File: src/rtl/sng_stream_ctrl.sv
// sng_stream_ctrl: seeds and steps a stochastic number generator, counting ones over a fixed-length stream
`ifndef BIN_LEN
`define BIN_LEN 4
`endif
module sng_stream_ctrl #(
  parameter int BIN_LEN    = `BIN_LEN,
  parameter int STREAM_LEN = 2**BIN_LEN,
  parameter int CNT_W      = BIN_LEN+1
) (
  input  logic               clock,
  input  logic               reset,
  input  logic               in_valid,
  output logic               in_ready,
  input  logic [BIN_LEN-1:0] in_val,
  input  logic               abort,
  output logic               sng_reset,
  output logic               sng_enable,
  output logic [BIN_LEN-1:0] sng_in_val,
  input  logic               sng_bit,
  output logic               out_valid,
  input  logic               out_ready,
  output logic [CNT_W-1:0]   out_count,
  output logic               busy
);
  localparam logic [1:0] IDLE = 2'd0;
  localparam logic [1:0] SEED = 2'd1;
  localparam logic [1:0] RUN  = 2'd2;
  localparam logic [1:0] DONE = 2'd3;
  localparam logic [CNT_W-1:0] LAST = CNT_W'(STREAM_LEN-1);
  logic [1:0]         state_q, state_d;
  logic [BIN_LEN-1:0] op_q, op_d;
  logic [CNT_W-1:0]   cnt_q, cnt_d, smp_q, smp_d;
  logic               busy_q, busy_d;
  always_comb begin
    state_d = state_q;
    op_d    = op_q;
    cnt_d   = cnt_q;
    smp_d   = smp_q;
    if (state_q == IDLE && in_valid) begin
      state_d = SEED;
      op_d    = in_val;
      cnt_d   = '0;
      smp_d   = '0;
    end else if (state_q == SEED) begin
      state_d = abort ? IDLE : RUN;
    end else if (state_q == RUN) begin
      cnt_d   = cnt_q + CNT_W'(sng_bit);
      smp_d   = smp_q + CNT_W'(1);
      state_d = abort ? IDLE : (smp_q == LAST ? DONE : RUN);
    end else if (state_q == DONE && out_ready) begin
      state_d = IDLE;
    end
    busy_d = state_d != IDLE;
  end
  always_ff @(posedge clock) begin
    if (reset) begin
      state_q <= IDLE;
      op_q    <= '0;
      cnt_q   <= '0;
      smp_q   <= '0;
      busy_q  <= 1'b0;
    end else begin
      state_q <= state_d;
      op_q    <= op_d;
      cnt_q   <= cnt_d;
      smp_q   <= smp_d;
      busy_q  <= busy_d;
    end
  end
  // sng_reset follows reset combinationally so the SNG re-seeds alongside the controller
  assign sng_reset  = reset || state_q == SEED;
  assign sng_enable = state_q == RUN;
  assign sng_in_val = op_q;
  assign in_ready   = state_q == IDLE;
  assign out_valid  = state_q == DONE;
  assign out_count  = cnt_q;
  assign busy       = busy_q;
endmodule

File: config.mk
export PLATFORM = sky130hd
export DESIGN_NAME = sng_stream_ctrl
export DESIGN_NICKNAME = d
export VERILOG_FILES = /design/src/rtl/sng_stream_ctrl.sv
export SDC_FILE = /design/constraint.sdc
export NUM_CORES = 1
export LEC_CHECK = 0
export ABC_CLOCK_PERIOD_IN_PS = 1500
export BUFFER_PORTS_ARGS = -buffer_cell sky130_fd_sc_hd__buf_2
export CAP_MARGIN = 15
export CORE_UTILIZATION = 43
export DETAILED_ROUTE_END_ITERATION = 16
export PLACE_DENSITY_LB_ADDON = 0.3
export SETUP_SLACK_MARGIN = 0.4
export SLEW_MARGIN = 20
export SYNTH_ARGS = -nofsm -noshare
export SYNTH_HDL_FRONTEND = slang
export SYNTH_SLANG_ARGS = --single-unit
File: constraint.sdc
create_clock -name clock -period 1.5 [get_ports clock]
set_clock_uncertainty 0.1 [all_clocks]
set_input_delay 0.3 -clock clock [delete_from_list [all_inputs] [get_ports clock]]
set_output_delay 0.3 -clock clock [all_outputs]
set_load 0.02 [all_outputs]
Word-level counts from Yosys, hierarchy flattened
Index checks and enable logic that the tools add are counted.

Bits in registers: 17. Input port bits: 10. Output and inout port bits: 14. Word-level logic and storage cells: 26.

$add $sub $neg: 2. Eq/ne operators: 4. Muxes and demuxes: 7. Bitwise gates (word level): 1. Reduce and logical (&&, ||, !) cells: 7.

Operators by type and width (count): 2-bit 2-to-1 mux (6); 5-bit by 1-bit adder with 5-bit output (1); 5-bit by 1-bit adder with 5-bit output (second input constant) (1); 5-bit by 4-bit equality test with 1-bit output (second input constant) (1); 2-bit equality test (second input constant) (2); 2-bit by 1-bit equality test with 1-bit output (second input constant) (1); 1-bit logical AND (2); 2-bit logical NOT (1); 2-bit AND reduction (1); 2-bit nonzero test (1); 2-bit OR reduction (1); 1-bit logical OR (1); 1-bit 2-to-1 mux (1); 1-bit inverter (1).

Logic depth before layout (Yosys ltp)
Gate-level depths: netlist of the first run.

Word-level depth: 7. Mapped depth: 6. Mapped depth without buffers: 5.

Worst setup path before layout of the first run
OpenSTA, ideal clock, no wires.

Path type: flip-flop to flip-flop. Start: register cnt_q[0], in the netlist out_count[0]. End: register cnt_q[4], in the netlist out_count[4]. Setup time: 0.070 ns. Data arrival time: 1.351 ns. Data required time: 1.330 ns. Setup slack: -0.021 ns. Cell stages (with the launch flop): 6. Buffers on the path: 0. Clock period less this slack: 1.521 ns. Cells stage by stage: dfxtp_1 ha_1 ha_1 nand3b_1 or3_1 a21oi_1.

Longest elaborated chain between the ends: 1.

Ends and longest elaborated chain: start, declared (RTL line 32) `logic [CNT_W-1:0] cnt_q, cnt_d, smp_q, smp_d;`; start signal, assigned (RTL line 65) `cnt_q <= cnt_d;`; 5-bit by 1-bit adder with 5-bit output (RTL line 47) `cnt_d = cnt_q + CNT_W'(sng_bit);`.

Every way passes these cells. A chain may end at the register's enable or synchronous reset.

Worst setup path after layout of the first run
Start: register state_q[1]. End: output sng_reset.

Longest elaborated chain between the ends: 2.

Ends and longest elaborated chain: start, declared (RTL line 30) `logic [1:0] state_q, state_d;`; start signal, assigned (RTL line 63) `state_q <= state_d;`; 2-bit by 1-bit equality test with 1-bit output (RTL line 71) `assign sng_reset = reset || state_q == SEED;`; 1-bit logical OR (RTL line 71); end, declared (RTL line 16) `output logic sng_reset,`.

Every way passes these cells.

==> results of run 1 <==
## logic make-up after synthesis
group	count (synthesis)	share of synthesized area (%)
mux	4	5.15
buf+inv	8	6.28
flops	17	43.8
fa+ha+maj	4	6.44
xor+xnor	3	3.38
simple gates	34	21.9
compound gates	15	13.0
## per-stage QoR
stage                     cells  instance area, µm²  hold WS, ns
final                       150                1270        0.145
after floorplan              85                 845        0.347
after detailed placement    132                 985        0.365
after global routing        150                1270        0.125
after CTS                   147                1210        0.133
after global placement      132                 985        0.354
## area by class of cell
class	count	area, µm²	area share (%)
multi-input combinational	60	475	37.3
sequential	17	365	28.7
timing repair buffer	41	345	27.1
inverter	4	30.0	2.36
tap	24	30.0	2.36
clock buffer	3	22.5	1.77
clock inverter	1	5.00	0.393
## power breakdown
part	internal [mW]	switching, mW
combinational	0.120	0.109
sequential	0.469	0.0160
clock	0.0995	0.146
## metal layers
layer | vias to the layer above | GRT usage [%] | part of all wire [%]
met4 | 0 | 10.9 | 1.9
met5 | - | 0 | 0
li1 | 370 | - | -
met3 | 4 | 6.12 | 2.7
met1 | 363 | 20.4 | 37
met2 | 14 | 42.9 | 59
## what timing repair did
action,CTS,global route
hold endpoints to repair,0,0
setup endpoints to repair,31,31
gates resized for setup,40,11
hold buffers,0,0
pin swaps,9,3
setup buffers,11,3
## sequential cells by signal, indices dropped and copies added (netlist names)
name,cells
out_count,5
smp_q,5
sng_in_val,4
state_q,2
busy,1
## placed cells by master, fill, tap and decap left out, drive strengths merged, types with 2 or more instances in the layout
cell type	n
a211oi	2
a21o	2
a21oi	7
buf	41
clkbuf	3
clkinv	2
dfxtp	17
ha	4
inv	3
mux2i	4
nand2	7
nand3	2
nand3b	2
nor2	12
nor3	2
o21ai	3
or3	3
xor2	2
## critical path: stages (launching register included)
cell and delay (ns):
dfxtp_4 0.41, inv_4 0.06, a21o_1 0.17, buf_6 0.13
## path summary, 6_finish.rpt
| path | start | to | slack [ns] | cells past startpoint |
|---|---|---|---|---|
| max | state_q[1] | sng_reset | 0.02 | 3 |
| min | in_val[1] | sng_in_val[1] | 0.15 | 3 |
| max reg2reg | state_q[0] | out_count[4] | 0.07 | 5 |
| min reg2reg | out_count[0] | out_count[0] | 0.41 | 2 |
==> metrics, run 1 <==
status=completed; worst endpoint required time=between 1 and 1.5 ns; share of post-route cells with drive strength above 1=around 60%; critical path type=reg -> out; Final Hold Violating Endpoints=0; DR iter-0 viols=1; Initial Utilization=between 40% and 50%; Seq/Total Area, Yosys=between 40% and 50%; post-synth top area cell=dfxtp_1; Leak=slightly above 0.5 nW; Post-synth EDFFs=0; pin count of the biggest net entering global routing=11; Synth Cell Area=around 780 µm²; Worst Max-Slew Pin Slew=roughly 0.23 ns; Yosys Warn Count=0; vias in the first global route=766; count of unique library cells instantiated by Yosys=29; Hold WC Path Type=in -> reg; Synth top cells by count=dfxtp_1 (17), nor2_1 (12), nand2_1 (7); fin crit share=a little under 100%; Via-to-Cell Ratio=about 5; Worst Setup Start Kind=register; WL final=1970 µm; CTS Buf Count=3; total global routing overflow=0; n_diodes=0; later-pin clock latency in the skew report=0.30 ns; fin nets=141; fin crit period=approximately 1.5 ns; Final Worst Setup Slack=0.0204 ns; top cells by area, synth=dfxtp_1 (44%), ha_1 (6.4%), nor2_1 (5.8%); total power=roughly 960 µW; pre-CTS setup slack=between 0.07 and 0.08 ns; DR WL/cell=between 10 and 15 µm; number of I/O port buffers=23; max cap viols=0; GRT Util Overall=between 20% and 30%; Antenna Nets Post-Route=0; Fmax=0.676 GHz; io pins=24; Finish-stage setup viols=0; Max IR drop VDD=a little under 0.0008 V; number of synthesized register bits=17; Initial DRT Pass Iterations=3; CTS root buf=clkbuf_4; layout overhead on the synthesized area=63.9%; Post-Route Utilization=between 70 and 80%; top cell type's share of synthesized area=a little over two fifths; Core Rows=14; first-pass GRT wire length=~3000 µm; Die Area=just under 0.002 mm²; Pins Over Slew Limit=0; clock sink count=17; ys flop type=dfxtp_1; Post-Syn Nets=99; pwr/cell area=roughly 750 mW/mm²; Relative slew margins=84.2%; filler instances=approximately 100; Synth Area per Inst=approximately 9.1 µm²; initial antenna violation count=0; core area=between 0.0015 and 0.002 mm²; Detailed Place HPWL=roughly 1200 µm; # DRC=0; Sum Neg Setup Slack=0 ns; cell with the most instances after synthesis=dfxtp_1; H-tree depth=1; Die Ht=~45 µm; Post-synth ARST share=0%; Die Width=between 40 and 50 µm; via count=roughly 750; Final Wtd Congestion=0.751; Clock transition at path regs=roughly 0.10 ns; CTS max path bufs=2; CTS tree=done; RSZ-0062 raised after global routing=yes; crit-path max FO=5; Post-Synthesis Cells=85; Critical Path End Type=output port; crit path DAT=1.08 ns
Power figures use the tool's default switching activity.
==> run 2, diff against run 1 <==
- ABC_CLOCK_PERIOD_IN_PS: 1500 -> 1200
- clock period: 1.5 -> 1.2 ns (I/O delays scaled with it)
==> run 2 against run 1 <==
Compared with the run above:
- the run now ends with setup timing left
- sequential share of layout area shrank 3.2 points
- final area grew 12%
- sequential power grew 25%
- register-to-register slack lost 0.40 ns
- first-iteration DRC count grew to 9.0 times the previous value
- cell count grew 2.7%
- critical path depth grew 4
- global-route usage grew 1.2 points
- clock power grew 26%
- critical path type is now reg -> reg
- critical endpoint is now out_count[1]
- largest cell class unchanged
- highest routed layer unchanged
==> metrics, run 2 (synthesized netlist as in run 1, its figures left out) <==
layout overhead on the synthesized area=84.2%; n_diodes=0 (unchanged); fin crit period=1.53 ns; failing checks=setup timing; Switch Pwr=369 µW (+36%); H-tree depth=1 (unchanged); Clock Power Share=23.7% (-1.8 points); crit path DAT=1.65 ns (+0.57 ns); GRT Util Overall=23.2% (+1.2 points); Worst Max-Slew Pin Slew=0.235 ns (+0.000795 ns); critical path depth=7 (+4); later-pin clock latency in the skew report=0.29 ns (about the same); most frequent cells in the layout=buf_6 (17), buf_4 (12), dfxtp_2 (11); WL final=2450 µm (+24%); Clock transition at path regs=0.09 ns (about the same); Worst Hold Path Cells=3 (unchanged); most common cell after layout, fill and taps aside=buf_6; Final Wtd Congestion=0.746 (-0.63%); Comb pwr share=29.7% (+5.8 points); WP buf/inv=4 (+2); Core Rows=14 (unchanged); cells along the critical path=buf_12 > buf_8 > nor3b_4 > buf_4 > or2_4 > clkbuf_16 > a21oi_2; Design Area, Final=0.00143 mm² (+12%); Sequential Area=365 µm² (unchanged); via count=784 (+4.4%); critical path type=reg -> reg; Hold WC Path Type=in -> reg; pwr/cell area=906 mW/mm² (+20%); Initial Utilization=48.7% (unchanged); Die Ht=44.5 µm (unchanged); Antenna Nets Post-Route=0 (unchanged); Detailed Place HPWL=1240 µm (+7.2%); Top delay family on crit path=buffers and inverters; initial antenna violation count=0 (unchanged); Leak=0.576 nW (+11%); Die Width=44.5 µm (unchanged); critical path's largest stage delay=0.39 ns (-0.02 ns); Worst Setup Start Kind=register; Initial DRT Pass Iterations=4 (+1); core area=0.00159 mm² (unchanged); area of the multi-input gates=515 µm² (+8.4%); vias in the first global route=717 (-6.4%); share of post-route cells with drive strength above 1=68.5% (+8.9 points); io pins=24 (unchanged); # DRC=0 (unchanged); DR WL/cell=15.9 µm (+21%); worst endpoint required time=1.32 ns (+0.22 ns); met2 Resource Use GR=41.8% (-1.2 points); Sum Neg Setup Slack=-5.10 ns (-5.10 ns); RSZ-0062 raised after global routing=yes; CTS max path bufs=2 (unchanged); Most Used Layer, Global Route=met2; pin count of the biggest net entering global routing=10 (-1); CTS root buf=clkbuf_4; Die Area=0.00198 mm² (unchanged); Post-DP Area=0.00109 mm² (+11%); CTS Buf Count=3 (unchanged); clock sink count=17 (unchanged); Max IR drop VDD=0.000787 V (+0.49%); Critical Path End Type=register; Relative slew margins=84.2% (about the same); hold buffers post-CTS=0 (unchanged); status=finished with violations; number of I/O port buffers=23 (unchanged); met1 Use GR=24.8% (+4.4 points); CTS tree=done; filler instances=73 (-30%); crit-path max FO=4 (-1); Worst path slowest cell=dfxtp_4; first-pass GRT wire length=3220 µm (+5.0%); switching part of the total power=28.5% (+0.25 points); total global routing overflow=0 (unchanged); Finish-stage setup viols=23 (+23); Fmax=between 0.6 and 0.7 GHz; fin nets=145 (+2.8%); DR iter-0 viols=9 (+8); Pins Over Slew Limit=0 (unchanged); cell-internal power=928 µW (+35%); Reg2Reg Depth=7 (+2); sequential power share=46.6% (-3.9 points); Final Hold Violating Endpoints=0 (unchanged); Via-to-Cell Ratio=5.09 (+1.7%); fin crit share=127%; Final Worst Setup Slack=-0.329 ns (-0.349 ns); GR Util met3=7.76% (+1.6 points); max cap viols=0 (unchanged)
run 2: changes by cell type in the layout (fill, tap and decap cells not counted), sizes merged:
| cell | delta |
|---|---|
| buf | +3 |
| clkbuf | +2 |
| clkinv | -1 |
run 2: worst register-to-register path: stages, from the launching register on:
cell	delay [ns]
dfxtp_4	0.39
buf_12	0.12
buf_8	0.11
nor3b_4	0.04
buf_4	0.13
or2_4	0.27
clkbuf_16	0.16
a21oi_2	0.13
run 2: timing repair:
item / CTS / global route
endpoints found under the setup margin: 31 / 31
endpoints found under the hold margin: 0 / 0
pin swaps: 6 / 7
resized for setup: 44 / 21
buffers inserted: 4 / 6
gates cloned: 0 / 1
run 2: cell type report:
class / count / area share (%)
Multi-Input combinational cell: 60 / 36.0
Timing Repair Buffer: 45 / 31.9
Sequential cell: 17 / 25.5
Inverter: 4 / 2.62
Tap cell: 24 / 2.10
Clock buffer: 4 / 1.84
run 2: worst paths after layout:
check / startpoint / to / slack [ns]
setup / recovery: state_q[1] / out_count[1] / -0.33
hold / removal: in_val[2] / sng_in_val[2] / 0.08
setup reg to reg: state_q[1] / out_count[1] / -0.33
hold reg to reg: sng_in_val[2] / sng_in_val[2] / 0.41
run 2: routing by layer:
metal	share of wire [%]	vias up
met4	2.4	0
met3	3.3	9
met5	0	-
li1	-	378
met1	38	377
met2	56	20
run 2: per-stage QoR:
stage | hold slack (ns) | instances | total power, mW | utilization (%) | setup slack (ns)
5_1_grt | 0.0777 | 154 | 1.35 | 89.8 | -0.371
6_report | 0.0799 | 154 | 1.30 | 89.8 | -0.329
4_1_cts | 0.0818 | 147 | 1.22 | 80.5 | -0.242
3_3_place_gp | 0.362 | 139 | 0.849 | 68.4 | -0.165
3_5_place_dp | 0.383 | 139 | 0.855 | 68.4 | -0.203
2_1_floorplan | 0.287 | 85 | 0.763 | - | -0.155
run 2: power by group through the flow:
stage	combinational, mW	sequential [mW]	clock [mW]
after floorplan	0.132	0.632	0
after global placement	0.240	0.609	0
after detailed placement	0.245	0.611	0
after CTS	0.301	0.606	0.311
after global routing	0.404	0.607	0.340
final	0.385	0.605	0.308
